<file path="src/rtl/bf_pkg.sv">
// Shared BF machine definitions: opcodes and loop-scanner state encoding.
// Used by bf_loop_scanner (optional BF_SCAN_NULL_STOP_EN uses OP_NULL).
package bf_pkg;

  localparam logic [7:0] OP_LOOP_OPEN  = 8'h5B;
  localparam logic [7:0] OP_LOOP_CLOSE = 8'h5D;
  localparam logic [7:0] OP_NULL       = 8'h00;

  typedef enum logic [1:0] {
    IDLE  = 2'd0,
    STEP  = 2'd1,
    CHECK = 2'd2,
    FIN   = 2'd3
  } scan_state_t;

endpackage

</file>
<file path="src/rtl/bf_loop_scanner.sv">
// Bracket-matching sequencer: walks the PC to the matching '[' / ']'.
// Optional: define BF_SCAN_NULL_STOP_EN to treat 0x00 as end-of-program.
import bf_pkg::*;

module bf_loop_scanner #(
  parameter int              DEPTH_W = 8,
  parameter int              PC_W    = 16,
  parameter logic [PC_W-1:0] PC_LAST = 16'hFFFF
) (
  input  logic            clk,
  input  logic            reset,
  input  logic            start,
  input  logic            dir,
  input  logic [PC_W-1:0] pc,
  input  logic [7:0]      instr,
  output logic            pc_step,
  output logic            PCDecInc,
  output logic            busy,
  output logic            done,
  output logic            err
);

  scan_state_t        r_state;
  logic [DEPTH_W-1:0] r_depth;
  logic               r_dir;

  scan_state_t        w_next;
  logic [DEPTH_W-1:0] w_depth_nxt;
  logic               w_at_edge;
  logic               w_same;
  logic               w_opp;
  logic               w_null;

  // Bracket classification relative to the scan direction
  always_comb begin
    w_at_edge = r_dir ? (pc == '0) : (pc == PC_LAST);
    w_same    = r_dir ? (instr == OP_LOOP_CLOSE)
                      : (instr == OP_LOOP_OPEN);
    w_opp     = r_dir ? (instr == OP_LOOP_OPEN)
                      : (instr == OP_LOOP_CLOSE);
`ifdef BF_SCAN_NULL_STOP_EN
    w_null    = (instr == OP_NULL);
`else
    w_null    = 1'b0;
`endif
  end

  // Next state, depth update and outputs
  always_comb begin
    w_next      = r_state;
    w_depth_nxt = r_depth;
    pc_step     = 1'b0;
    PCDecInc    = 1'b0;
    busy        = 1'b0;
    done        = 1'b0;
    err         = 1'b0;
    unique case (r_state)
      IDLE: begin
        if (start) begin
          w_next      = STEP;
          w_depth_nxt = DEPTH_W'(1);
        end
      end
      STEP: begin
        busy = 1'b1;
        if (w_at_edge) begin
          err    = 1'b1;
          w_next = FIN;
        end else begin
          pc_step  = 1'b1;
          PCDecInc = r_dir;
          w_next   = CHECK;
        end
      end
      CHECK: begin
        busy   = 1'b1;
        w_next = STEP;
        unique case (1'b1)
          w_null: begin
            err    = 1'b1;
            w_next = FIN;
          end
          w_same: begin
            if (r_depth == '1) begin
              err    = 1'b1;
              w_next = FIN;
            end else begin
              w_depth_nxt = r_depth + DEPTH_W'(1);
            end
          end
          w_opp: begin
            w_depth_nxt = r_depth - DEPTH_W'(1);
            if (r_depth == DEPTH_W'(1)) begin
              done   = 1'b1;
              w_next = FIN;
            end
          end
          default: begin
            w_next = STEP;
          end
        endcase
      end
      FIN: begin
        w_next = IDLE;
      end
      default: begin
        w_next = IDLE;
      end
    endcase
  end

  // State, depth and latched direction registers
  always_ff @(posedge clk) begin
    if (reset) begin
      r_state <= IDLE;
      r_depth <= '0;
      r_dir   <= 1'b0;
    end else begin
      r_state <= w_next;
      r_depth <= w_depth_nxt;
      if (r_state == IDLE && start) begin
        r_dir <= dir;
      end
    end
  end

endmodule

</file>
<file path="config.mk">
export PLATFORM = sky130hd
export DESIGN_NAME = bf_loop_scanner
export DESIGN_NICKNAME = d
export VERILOG_FILES = /design/src/rtl/bf_pkg.sv /design/src/rtl/bf_loop_scanner.sv
export SDC_FILE = /design/constraint.sdc
export NUM_CORES = 1
export LEC_CHECK = 0
export BUFFER_PORTS_ARGS = -buffer_cell sky130_fd_sc_hd__buf_2
export CAP_MARGIN = 10
export CORE_ASPECT_RATIO = 1.25
export CORE_MARGIN = 5
export CORE_UTILIZATION = 49
export CTS_CLUSTER_SIZE = 10
export DETAILED_ROUTE_END_ITERATION = 8
export PLACE_DENSITY = 0.87
export REMOVE_ABC_BUFFERS = 1
export SLEW_MARGIN = 15
export SYNTH_ARGS = -nofsm -noshare
export SYNTH_HDL_FRONTEND = slang
export SYNTH_SLANG_ARGS = --single-unit
</file>
<file path="constraint.sdc">
create_clock -name clk -period 3.1 [get_ports clk]
set_input_delay 0.62 -clock clk [delete_from_list [all_inputs] [get_ports clk]]
set_output_delay 0.62 -clock clk [all_outputs]
set_load 0.01 [all_outputs]
</file>
# Word-level counts from Yosys, hierarchy flattened
# Index checks and enable logic that the tools add are counted.
# Widths: inputs -> output; s select.
[op_classes]
n_addsub = 2
mul = 0
div_mod_pow = 0
n_lt_le_gt_ge = 0
eq_ne = 11
n_shift = 0
mux = 25
bitwise_logic = 0
reduce_logical = 6
[ops]
columns = ["operator", "count"]
rows = [
  ["$pmux 8 s2", 2],
  ["$eq 16x16->1 const B", 1],
  ["$eq 8x7->1 const B", 2],
  ["$logic_not 16->1", 1],
  ["$mux 8", 2],
  ["$mux 1", 15],
  ["$add 8x1->8 const B", 1],
  ["$eq 8x1->1 const B", 1],
  ["$eq 8x8->1 const B", 1],
  ["$pmux 2 s4", 1],
  ["$sub 8x1->8 const B", 1],
  ["$mux 2", 3],
  ["$ne 3x3->1 const B", 2],
  ["$eq 2x2->1 const B", 2],
  ["$pmux 2 s2", 1],
  ["$reduce_and 4->1", 1],
  ["$eq 2x1->1 const B", 1],
  ["$logic_not 2->1", 1],
  ["$ne 2x2->1 const B", 1],
  ["$pmux 1 s2", 1],
  ["$reduce_bool 2->1", 1],
  ["$reduce_or 2->1", 1],
  ["$logic_and 1x1->1", 1],
]
[word_totals]
reg_bits = 11
latch_bits = 0
ram_bits = 0
mem_bits_ro = 0
in_bits = 28
out_inout_bits = 5
word_cells = 47
mem_count = 0

# Longest topological paths before layout
# Gate-level depths: netlist of the first run.
[depth]
depth_word = 4
mapped_depth = 7
ltp_nobuf = 7

# Worst setup path before layout of the first run
# Ideal clock, no wire load.
[synth_timing]
path_kind = "input -> output"
from = "input pc[8]"
to = "output err"
arrival_ns = 1.856
t_required_ns = 2.480
setup_slack_ns = 0.624
stages = 5
path_buffers = 0
path_cell_list = "nand4_1 or3b_2 nor4_1 o21ai_0 a21boi_0"
[synth_between]
elab_chain_len = 4
word_cells_on_any_way = 5
classes_between = "eq/ne: 1; mux: 3; reduce/logical: 1"
[synth_lines]
columns = ["item", "line", "rtl"]
rows = [
  ["start, declared", "bf_loop_scanner.sv:14", "input logic [PC_W-1:0] pc,"],
  ["$eq 16x16->1 / $logic_not 16->1 (equally long branches)", "bf_loop_scanner.sv:36", "w_at_edge = r_dir ? (pc == '0) : (pc == PC_LAST);"],
  ["$mux 1 (*)", "bf_loop_scanner.sv:36", ""],
  ["$mux 1 (*)", "bf_loop_scanner.sv:66", "if (w_at_edge) begin"],
  ["$pmux 1 s2 (*)", "bf_loop_scanner.sv:57", "unique case (r_state)"],
  ["end, declared", "bf_loop_scanner.sv:20", "output logic err"],
]
# Every way passes the cells marked *; elsewhere a longest branch is shown, timed or not.

# Worst setup path in the final report of the first run
[layout_timing]
from = "register r_depth[0]"
to = "output err"
[layout_between]
elab_chain_len = 4
[layout_lines]
columns = ["item", "line", "rtl"]
rows = [
  ["start, declared", "bf_loop_scanner.sv:24", "logic [DEPTH_W-1:0] r_depth;"],
  ["start signal, assigned", "bf_loop_scanner.sv:120", "r_depth <= w_depth_nxt;"],
  ["$eq 8x8->1", "bf_loop_scanner.sv:84", "if (r_depth == '1) begin"],
  ["$mux 1", "bf_loop_scanner.sv:84", ""],
  ["$mux 1", "bf_loop_scanner.sv:78", "unique case (1'b1)"],
  ["$pmux 1 s2", "bf_loop_scanner.sv:57", ""],
]
# No other way between the ends.

==> results of run 1 <==
==> Yosys cell counts, drive strengths merged, types with 2 or more instances <==
cell and n:
nand4 5, a311oi 2, nand3b 2, nand3 7, ha 7, or2 3, or3b 2, inv 9
nor3b 2, nor2b 3, o21ai 6, dfxtp 11, nand2 9, mux2i 5, nor4 9, or3 7
xnor2 2, a21oi 6, and2 2, a2111oi 2, nor3 4, and3 2, nor2 8
==> layout by cell type, fill, tap and decap left out, types with 2 or more instances in the layout <==
cell	count
buf_2	32
dfxtp_1	11
inv_1	9
nor4_1	9
nand2_1	9
nor2_1	8
nand3_1	7
or3_1	7
ha_1	7
o21ai_0	6
a21oi_1	6
nand4_1	5
mux2i_1	5
nor3_1	4
or2_2	3
nor2b_1	3
clkbuf_4	3
nand3b_1	2
nor3b_1	2
and3_1	2
and2_1	2
xnor2_1	2
a311oi_1	2
==> final cells by class <==
type | instances | area share [%]
Multi-Input combinational cell | 108 | 61.0
Sequential cell | 11 | 18.2
Timing Repair Buffer | 33 | 13.8
Inverter | 9 | 2.79
Clock buffer | 4 | 2.17
Tap cell | 20 | 2.06
==> registers in the layout, indices dropped and copies added, names as in the netlist <==
register / flops
r_state: 2
r_dir: 1
r_depth: 8
==> worst reg2reg max path: stages, from the launching register on <==
cell and delay, ns:
dfxtp_1 0.40, inv_1 0.10, ha_1 0.23, nor2b_1 0.16
nor4_1 0.43, nand3_1 0.34, or3_1 0.42, o21ai_0 0.08
==> worst paths after layout <==
| path | from | to | slack [ns] | depth (start not counted) |
|---|---|---|---|---|
| worst min-delay path | r_depth[7] | r_depth[7] | 0.50 | 2 |
| worst max register to register | r_state[1] | r_depth[4] | 0.88 | 7 |
| worst max-delay path | r_depth[0] | err | 0.46 | 6 |
| worst min register to register | r_depth[7] | r_depth[7] | 0.50 | 2 |
==> stage by stage <==
| stage | hold slack (ns) | setup WS [ns] | utilization, % | total power, mW | cells |
|---|---|---|---|---|---|
| after global routing | 0.547 | 0.297 | 61.9 | 0.564 | 185 |
| after detailed placement | 0.492 | 0.471 | 60.5 | 0.419 | 181 |
| after CTS | 0.507 | 0.466 | 61.9 | 0.521 | 185 |
| after floorplan | 0.459 | 0.624 | - | 0.341 | 128 |
| after global placement | 0.488 | 0.495 | 60.5 | 0.405 | 181 |
| final | 0.500 | 0.459 | 61.9 | 0.520 | 185 |
==> routing by layer <==
layer | vias up | part of all wire, % | global-route usage [%]
li1 | 564 | - | -
met1 | 524 | 43 | 21.2
met2 | 27 | 51 | 35.2
met3 | 2 | 5.3 | 3.19
met4 | 0 | 0.47 | 4.38
met5 | - | 0 | 0
==> kinds of logic after synthesis <==
logic type	after synthesis
xor gates and xnor gates	2
muxes	6
buffers and inverters	10
adders and majority gates	7
DFF	11
AOI/OAI and AO/OA	23
and+or+nand+nor	70
==> report_power, final <==
| group | switching [mW] | internal, mW | total [mW] |
|---|---|---|---|
| combinational | 0.131 | 0.105 | 0.236 |
| sequential | 0.0230 | 0.159 | 0.182 |
| clock | 0.0525 | 0.0498 | 0.102 |
| total | 0.206 | 0.313 | 0.520 |
==> insert_results.sql, run 1 <==
INSERT INTO impl_metrics (metric_group, metric, value, unit) VALUES
('outcome', 'result_of_the_run', 'finished clean', ''),
('yosys', 'synth_cell_types', '39', ''),
('floorplan', 'overall_die_area', '3040', 'µm²'),
('worst_setup_path', 'timing.critical_path.slowest_cell_delay', '0.45', 'ns'),
('worst_setup_path', 'worstPathRequired', '2.48', 'ns'),
('routing', 'wire_length_reported_by_the_detailed_router', '2560', 'µm'),
('cts', 'clk_path_buf_depth', '2', ''),
('routing', 'postRouteAntennaNets', '0', ''),
('grt', 'vias_in_the_first_global_route', '1094', ''),
('worst_setup_path', 'cp_max_fo', '7', ''),
('yosys', 'syn_avg_cell_area', '7.73', 'µm²'),
('yosys', 'biggest_area_contributors_in_the_synthesized_netlist', 'dfxtp_1, ha_1, nor4_1', ''),
('power', 'power.density_cell_area', '429', 'nW/µm²'),
('yosys', 'synth.cell_area', '997', 'µm²'),
('yosys', 'synth_top_family_by_area', 'simple AND/OR/NAND/NOR gates', ''),
('yosys', 'synth.largest_area_cell', 'dfxtp_1', ''),
('place', 'place_area', '1190', 'µm²'),
('finish', 'finalInstanceArea', '1210', 'µm²'),
('place', 'dp.final_hpwl', '2110', 'µm'),
('place', 'replace_congestion', '0.834', ''),
('finish', 'final_nets', '201', ''),
('yosys', 'synth-xor-area-share', '1.76', '%'),
('cts', 'clk_pin_slew_worst_paths', '0.08', 'ns'),
('min_path', 'worstHoldPathType', 'flop to flop', ''),
('sta', 'setup_repair_after_global_routing_missed_its_margin', 'no', ''),
('sta', 'setup_viol', '0', ''),
('grt', 'global_route_wire_length_before_repair', '4510', 'µm'),
('sta', 'final.setup_skew', '0.00797', 'ns'),
('worst_setup_path', 'crit_path_end_kind', 'output port', ''),
('sta', 'maxClockFrequency', '379', 'MHz'),
('yosys', 'synth_simple_gate_area_share', '40.8', '%'),
('worst_setup_path', 'start_kind', 'flop', ''),
('finish', 'num_antenna_cells', '0', ''),
('finish', 'areaGrowthSynthToFinish', '21.6', '%'),
('worst_setup_path', 'crit_type', 'flop to output port', ''),
('yosys', 'synth_ff_type', 'dfxtp_1', ''),
('yosys', 'post_synth_fa_ha_maj_area_fraction', '8.78', '%'),
('routing', 'via_per_inst', '6.04', ''),
('sta', 'maxSlewViolCount', '0', ''),
('cts', 'numClockSinks', '11', ''),
('finish', 'filler_cell_count', '178', ''),
('cts', 'cts.root.buffer_cell', 'clkbuf_4', ''),
('sta', 'min_period_over_period', '85.2', '%'),
('yosys', 'synth_enable_flop_cells', '0', ''),
('cts', 'clk_latency', '0.27', 'ns'),
('floorplan', 'core_region_area', '1960', 'µm²'),
('sta', 'hold_violations', '0', ''),
('power', 'power.static_leakage', '0.471', 'nW'),
('cts', 'cts_buffers', '3', ''),
('yosys', 'mux_contribution_to_synthesized_area', '6.15', '%'),
('grt', 'grt_max_degree', '9', ''),
('worst_setup_path', 'critical_path.cell_chain', 'ha_1, and4_1, o211ai_1, or2_2, a21boi_0, buf_2', ''),
('sta', 'slew-limit-headroom', '42.7', '%'),
('routing', 'firstDrtPassIters', '4', ''),
('sta', 'setup_total_negative_slack', '0', 'ns'),
('yosys', 'synth-compound-area-share', '16.7', '%'),
('floorplan', 'floorplan.initialDensity', '50.9', '%'),
('cts', 'tritoncts', 'built', ''),
('worst_setup_path', 'critical-path-slowest-cell', 'dfxtp_1', ''),
('yosys', 'synthArstFlopShare', '0', '%'),
('place', 'placement.io_buffers', '32', ''),
('grt', 'remaining_global_route_overflow', '0', ''),
('grt', 'gr-usage-all-layers', '18.4', '%'),
('yosys', 'syn-instance-count', '129', ''),
('routing', 'average_wire_per_cell_in_the_routed_design', '13.8', 'µm'),
('cts', 'cts_hold_buf', '0', ''),
('cts', 'post_cts.resized_instances', '0', ''),
('routing', 'detail_route.iter0.violations', '29', ''),
('cts', 'cts-htree-levels', '1', ''),
('finish', 'final-seq-area', '220', 'µm²'),
('grt', 'antenna_found_initial', '0', '');
(Power assumes the default switching activity.)
==> inputs of run 2 (changes only) <==
--- a/config.mk
+++ b/config.mk
@@ -5,14 +5,14 @@
 export SDC_FILE = /design/constraint.sdc
 export NUM_CORES = 1
 export LEC_CHECK = 0
-export BUFFER_PORTS_ARGS = -buffer_cell sky130_fd_sc_hd__buf_2
+export BUFFER_PORTS_ARGS = -buffer_cell sky130_fd_sc_hd__clkbuf_2
 export CAP_MARGIN = 10
 export CORE_ASPECT_RATIO = 1.25
 export CORE_MARGIN = 5
-export CORE_UTILIZATION = 49
+export CORE_UTILIZATION = 40
 export CTS_CLUSTER_SIZE = 10
 export DETAILED_ROUTE_END_ITERATION = 8
-export PLACE_DENSITY = 0.87
+export PLACE_DENSITY = 0.75
 export REMOVE_ABC_BUFFERS = 1
 export SLEW_MARGIN = 15
 export SYNTH_ARGS = -nofsm -noshare
==> insert_results.sql, run 2 (synthesized netlist as in run 1, its figures left out) <==
INSERT INTO impl_metrics (metric_group, metric, value, unit) VALUES
('worst_setup_path', 'start_kind', 'flop', ''),
('floorplan', 'placement_rows', '20', ''),
('sta', 'setup_repair_after_global_routing_missed_its_margin', 'no', ''),
('job', 'cap_viol_max_count', '0', ''),
('grt', 'remaining_global_route_overflow', '0', ''),
('finish', 'final_core_utilization', '51.1', '%'),
('routing', 'detail_route.iter0.violations', '60', ''),
('power', 'power.density_cell_area', '427', 'nW/µm²'),
('cts', 'post-cts-setup-buffer-count', '0', ''),
('cts', 'cts_hold_buf', '0', ''),
('power', 'power.static_leakage', '0.474', 'nW'),
('sta', 'setup_total_negative_slack', '0', 'ns'),
('cts', 'tritoncts', 'built', ''),
('power', 'p_total', '0.525', 'mW'),
('worst_setup_path', 'arrival', '2.09', 'ns'),
('worst_setup_path', 'crit_type', 'flop to output port', ''),
('power', 'ir_worst_vdd', '228', 'µV'),
('routing', 'firstDrtPassIters', '4', ''),
('routing', 'detail_route.wirelength.met1', '1120', 'µm'),
('place', 'pre_cts_ws', '0.387', 'ns'),
('sta', 'final.setup.worst_slack', '0.386', 'ns'),
('floorplan', 'floorplan.die.height', '65.8', 'µm'),
('sta', 'layout_min_cycle_time', '2.71', 'ns'),
('finish', 'largest_register_ff_count', '8', ''),
('grt', 'grt_max_degree', '9', ''),
('cts', 'clk_pin_slew_worst_paths', '0.07', 'ns'),
('cts', 'cts-htree-levels', '1', ''),
('place', 'replace_congestion', '0.944', ''),
('grt', 'global_route_wire_length_before_repair', '4600', 'µm'),
('routing', 'top_layer_used_by_detailed_routing', 'met4', ''),
('finish', 'share_of_post_route_cells_with_drive_strength_above_1', '26.7', '%'),
('cts', 'clk_path_buf_depth', '2', ''),
('finish', 'final_cell_mix', 'clkbuf_2, dfxtp_1, inv_1, nor4_1, nand2_1', ''),
('routing', 'wire_length_reported_by_the_detailed_router', '2800', 'µm'),
('routing', 'route.detailed.drc', '0', ''),
('floorplan', 'floorplan.initialDensity', '41.5', '%'),
('min_path', 'worstHoldPathType', 'flop to flop', ''),
('finish', 'final_nets', '201', ''),
('routing', 'via_per_inst', '5.69', ''),
('sta', 'setup_viol', '0', ''),
('cts', 'post_cts.resized_instances', '0', ''),
('cts', 'numClockSinks', '11', ''),
('sta', 'maxClockFrequency', '369', 'MHz'),
('place', 'dp.final_hpwl', '2260', 'µm'),
('place', 'placement.io_buffers', '32', ''),
('routing', 'postRouteAntennaNets', '0', ''),
('sta', 'worst_pin_slew', '0.828', 'ns'),
('grt', 'antenna_found_initial', '0', ''),
('worst_setup_path', 'crit_path_end_kind', 'output port', ''),
('finish', 'top_regs', 'r_depth x8, r_state x2, r_dir x1', ''),
('cts', 'cts.root.buffer_cell', 'clkbuf_4', ''),
('cts', 'clk_latency', '0.28', 'ns'),
('grt', 'vias_in_the_first_global_route', '1159', ''),
('sta', 'final.setup_skew', '0.000761', 'ns'),
('worst_setup_path', 'cp_max_fo', '7', ''),
('routing', 'route.met2.wl', '1490', 'µm'),
('outcome', 'result_of_the_run', 'finished clean', ''),
('floorplan', 'chipWidth', '54.7', 'µm'),
('cts', 'cts_buffers', '3', ''),
('routing', 'vias', '1126', ''),
('floorplan', 'core_region_area', '2400', 'µm²'),
('routing', 'average_wire_per_cell_in_the_routed_design', '14.1', 'µm'),
('finish', 'mostFrequentLayoutCell', 'clkbuf_2', ''),
('worst_setup_path', 'worstPathRequired', '2.48', 'ns'),
('grt', 'gr-usage-all-layers', '16.9', '%'),
('floorplan', 'floorplan.io_pins', '33', ''),
('sta', 'hold_violations', '0', ''),
('finish', 'regMostFlops', 'r_depth', ''),
('finish', 'areaGrowthSynthToFinish', '23.2', '%'),
('finish', 'num_antenna_cells', '0', ''),
('sta', 'min_period_over_period', '87.5', '%'),
('sta', 'timing.hold.ws', '0.530', 'ns'),
('routing', 'wl_met3', '161', 'µm'),
('floorplan', 'overall_die_area', '3600', 'µm²'),
('sta', 'slew-limit-headroom', '44.5', '%'),
('sta', 'maxSlewViolCount', '0', '');
run 2: path summary, 6_finish.rpt:
path         cells after the start  slack [ns]         end  startpoint
max                              6        0.39         err  r_depth[0]
min reg2reg                      2        0.53  r_depth[7]  r_depth[7]
min                              2        0.53  r_depth[7]  r_depth[7]
max reg2reg                      6        0.87  r_depth[7]  r_depth[0]
run 2: cell type report:
class                      count  area (µm²)
tap                           33        41.3
timing repair buffer          33         168
sequential                    11         220
fill                         249        1170
clock buffer                   4        26.3
multi-input combinational    108         739
inverter                       9        33.8
run 2: through the flow:
stage	cell area (µm²)	std cells
after detailed placement	1200	194
after global placement	1200	194
after global routing	1230	198
after floorplan	993	128
after CTS	1230	198
final	1230	198
run 2: worst max-delay path, cell delays in order, from the launching register on:
cell and delay [ns]:
dfxtp_1 0.45, ha_1 0.24, and4_1 0.26, o211ai_1 0.20, or2_2 0.32, a21boi_0 0.17
clkbuf_2 0.16
run 2: per-layer routing:
layer / up-vias / GRT usage (%)
met1: 522 / 18.2
met4: 0 / 7.79
met2: 40 / 30.8
met5: - / 0
met3: 3 / 2.48
li1: 561 / -
run 2: power breakdown:
group | total (mW) | internal, mW | switching [mW]
Sequential | 0.180 | 0.159 | 0.0214
Combinational | 0.242 | 0.106 | 0.135
Clock | 0.103 | 0.0500 | 0.0530
==> inputs of run 3 (changes only) <==
--- a/config.mk
+++ b/config.mk
@@ -10,10 +10,12 @@
 export CORE_ASPECT_RATIO = 1.25
 export CORE_MARGIN = 5
 export CORE_UTILIZATION = 40
-export CTS_CLUSTER_SIZE = 10
+export CTS_BUF_LIST = sky130_fd_sc_hd__clkbuf_4
+export CTS_CLUSTER_SIZE = 28
 export DETAILED_ROUTE_END_ITERATION = 8
 export PLACE_DENSITY = 0.75
 export REMOVE_ABC_BUFFERS = 1
+export SETUP_SLACK_MARGIN = 0.02
 export SLEW_MARGIN = 15
 export SYNTH_ARGS = -nofsm -noshare
 export SYNTH_HDL_FRONTEND = slang
==> insert_results.sql, run 3 (synthesized netlist as in run 1, its figures left out) <==
INSERT INTO impl_metrics (metric_group, metric, value, unit) VALUES
('outcome', 'result_of_the_run', 'finished clean', ''),
('job', 'cap_viol_max_count', '0', ''),
('cts', 'cts.root.buffer_cell', 'clkbuf_4', ''),
('cts', 'cts_buffers', '3', ''),
('sta', 'setup_viol', '0', ''),
('power', 'power.density_cell_area', '434', 'nW/µm²'),
('grt', 'globalRouteMet2Util', '30.9', '%'),
('routing', 'via_per_inst', '5.70', ''),
('finish', 'num_antenna_cells', '0', ''),
('grt', 'gr-usage-all-layers', '17.0', '%'),
('worst_setup_path', 'timing.critical_path.slowest_cell_delay', '0.45', 'ns'),
('cts', 'cts_hold_buf', '0', ''),
('place', 'replace_congestion', '0.944', ''),
('power', 'p_total', '0.535', 'mW'),
('cts', 'numClockSinks', '11', ''),
('grt', 'global_route_wire_length_before_repair', '4620', 'µm'),
('worst_setup_path', 'arrival', '2.11', 'ns'),
('sta', 'timing.hold.ws', '0.529', 'ns'),
('floorplan', 'floorplan.initialDensity', '41.5', '%'),
('sta', 'layout_min_cycle_time', '2.73', 'ns'),
('floorplan', 'placement_rows', '20', ''),
('worst_setup_path', 'critical_path.cell_chain', 'ha_1, and4_1, o211ai_1, or2_2, a21boi_0, clkbuf_2', ''),
('sta', 'worst_pin_slew', '0.833', 'ns'),
('cts', 'post-cts-setup-buffer-count', '0', ''),
('power', 'ir_worst_vdd', '230', 'µV'),
('finish', 'largest_register_ff_count', '8', ''),
('sta', 'final.setup.worst_slack', '0.370', 'ns'),
('cts', 'clk_path_buf_depth', '2', ''),
('sta', 'maxSlewViolCount', '0', ''),
('worst_setup_path', 'start_kind', 'flop', ''),
('floorplan', 'floorplan.die.height', '65.8', 'µm'),
('routing', 'wire_length_reported_by_the_detailed_router', '2800', 'µm'),
('grt', 'gr-usage-met3', '2.26', '%'),
('grt', 'remaining_global_route_overflow', '0', ''),
('routing', 'firstDrtPassIters', '4', ''),
('worst_setup_path', 'cp_max_fo', '7', ''),
('cts', 'cts-htree-levels', '1', ''),
('routing', 'postRouteAntennaNets', '0', ''),
('power', 'power.static_leakage', '0.477', 'nW'),
('sta', 'hold_violations', '0', ''),
('sta', 'final.setup_skew', '0.00208', 'ns'),
('cts', 'post_cts.resized_instances', '0', ''),
('finish', 'top_regs', 'r_depth x8, r_state x2, r_dir x1', ''),
('worst_setup_path', 'worstPathRequired', '2.48', 'ns'),
('routing', 'detail_route.iter0.violations', '62', ''),
('floorplan', 'floorplan.io_pins', '33', ''),
('floorplan', 'core_region_area', '2400', 'µm²'),
('grt', 'grt_max_degree', '9', ''),
('sta', 'setup_total_negative_slack', '0', 'ns'),
('min_path', 'worstHoldPathType', 'flop to flop', ''),
('cts', 'tritoncts', 'built', ''),
('place', 'pre_cts_ws', '0.387', 'ns'),
('floorplan', 'chipWidth', '54.7', 'µm'),
('finish', 'final-seq-area', '220', 'µm²'),
('finish', 'regMostFlops', 'r_depth', ''),
('grt', 'use_met1', '18.5', '%'),
('cts', 'clk_pin_slew_worst_paths', '0.08', 'ns'),
('place', 'placement.io_buffers', '32', ''),
('finish', 'mostFrequentLayoutCell', 'clkbuf_2', ''),
('finish', 'multi_input_comb_area', '739', 'µm²'),
('min_path', 'whs_endpoint', 'r_depth[7]', ''),
('worst_setup_path', 'worst_r2r_path_depth', '6', ''),
('sta', 'maxClockFrequency', '366', 'MHz'),
('routing', 'route.detailed.drc', '0', ''),
('min_path', 'worst_hold_path.num_cells', '2', ''),
('worst_setup_path', 'reg2reg_capture_point', 'r_depth[7]', ''),
('grt', 'grt_busiest_layer', 'met2', ''),
('place', 'place_area', '1200', 'µm²'),
('finish', 'final_nets', '201', ''),
('finish', 'areaGrowthSynthToFinish', '23.6', '%'),
('grt', 'antenna_found_initial', '0', ''),
('worst_setup_path', 'critical-path-slowest-cell', 'dfxtp_1', ''),
('worst_setup_path', 'crit_type', 'flop to output port', ''),
('sta', 'slew-limit-headroom', '44.1', '%'),
('finish', 'final_cell_mix', 'clkbuf_2, dfxtp_1, inv_1, nor4_1, nand2_1', ''),
('min_path', 'start_point_of_the_worst_min_delay_path', 'r_depth[7]', ''),
('cts', 'clk_latency', '0.28', 'ns'),
('sta', 'min_period_over_period', '88.1', '%'),
('place', 'dp.final_hpwl', '2260', 'µm'),
('floorplan', 'overall_die_area', '3600', 'µm²'),
('finish', 'filler_cell_count', '246', ''),
('worst_setup_path', 'r2r-start', 'r_depth[0]', ''),
('routing', 'vias', '1129', ''),
('grt', 'vias_in_the_first_global_route', '1153', ''),
('routing', 'average_wire_per_cell_in_the_routed_design', '14.2', 'µm'),
('worst_setup_path', 'rrSetupSlack', '0.85', 'ns'),
('finish', 'share_of_post_route_cells_with_drive_strength_above_1', '27.3', '%'),
('worst_setup_path', 'crit_path_end_kind', 'output port', ''),
('finish', 'finalInstanceArea', '1230', 'µm²'),
('sta', 'setup_repair_after_global_routing_missed_its_margin', 'no', '');
[run 3: how the worst max path moves through the flow]
stage	startpoint	endpoint	slack [ns]
2_1_floorplan	pc[8]	err	0.62
3_3_place_gp	pc[8]	err	0.47
3_5_place_dp	pc[8]	err	0.39
5_1_grt	pc[8]	err	0.23
4_1_cts	pc[8]	err	0.39
6_report	r_depth[0]	err	0.37
[run 3: worst max-delay path: cells and delay by family (launching register included)]
family / cells / cell delay [ns]
AOI/OAI and AO/OA: 2 / 0.38
and+or+nand+nor: 2 / 0.60
adders and majority gates: 1 / 0.25
DFF: 1 / 0.45
buffers and inverters: 1 / 0.16
[run 3: metrics by stage]
step / util (%) / std cells
4_1_cts: 51.3 / 198
3_3_place_gp: 50.1 / 194
2_1_floorplan: - / 128
6_report: 51.3 / 198
5_1_grt: 51.3 / 198
3_5_place_dp: 50.1 / 194
[run 3: layer usage]
layer  wire length (µm)  part of all wire (%)
met5                  0                     0
met4                 63                   2.2
met3                152                   5.4
met2               1450                    52
met1               1130                    40
[run 3: report_power, final]
group	internal (mW)	switching (mW)	total, mW
clock network	0.0587	0.0543	0.113
logic	0.106	0.136	0.242
registers	0.159	0.0212	0.180
[run 3: area by class of cell]
cell class	instances	share of cell area [%]
multi-input cells	108	60.0
flip-flops and latches	11	17.9
repair buffers	33	13.6
well taps	33	3.35
inverters	9	2.74
clock buffers	4	2.44
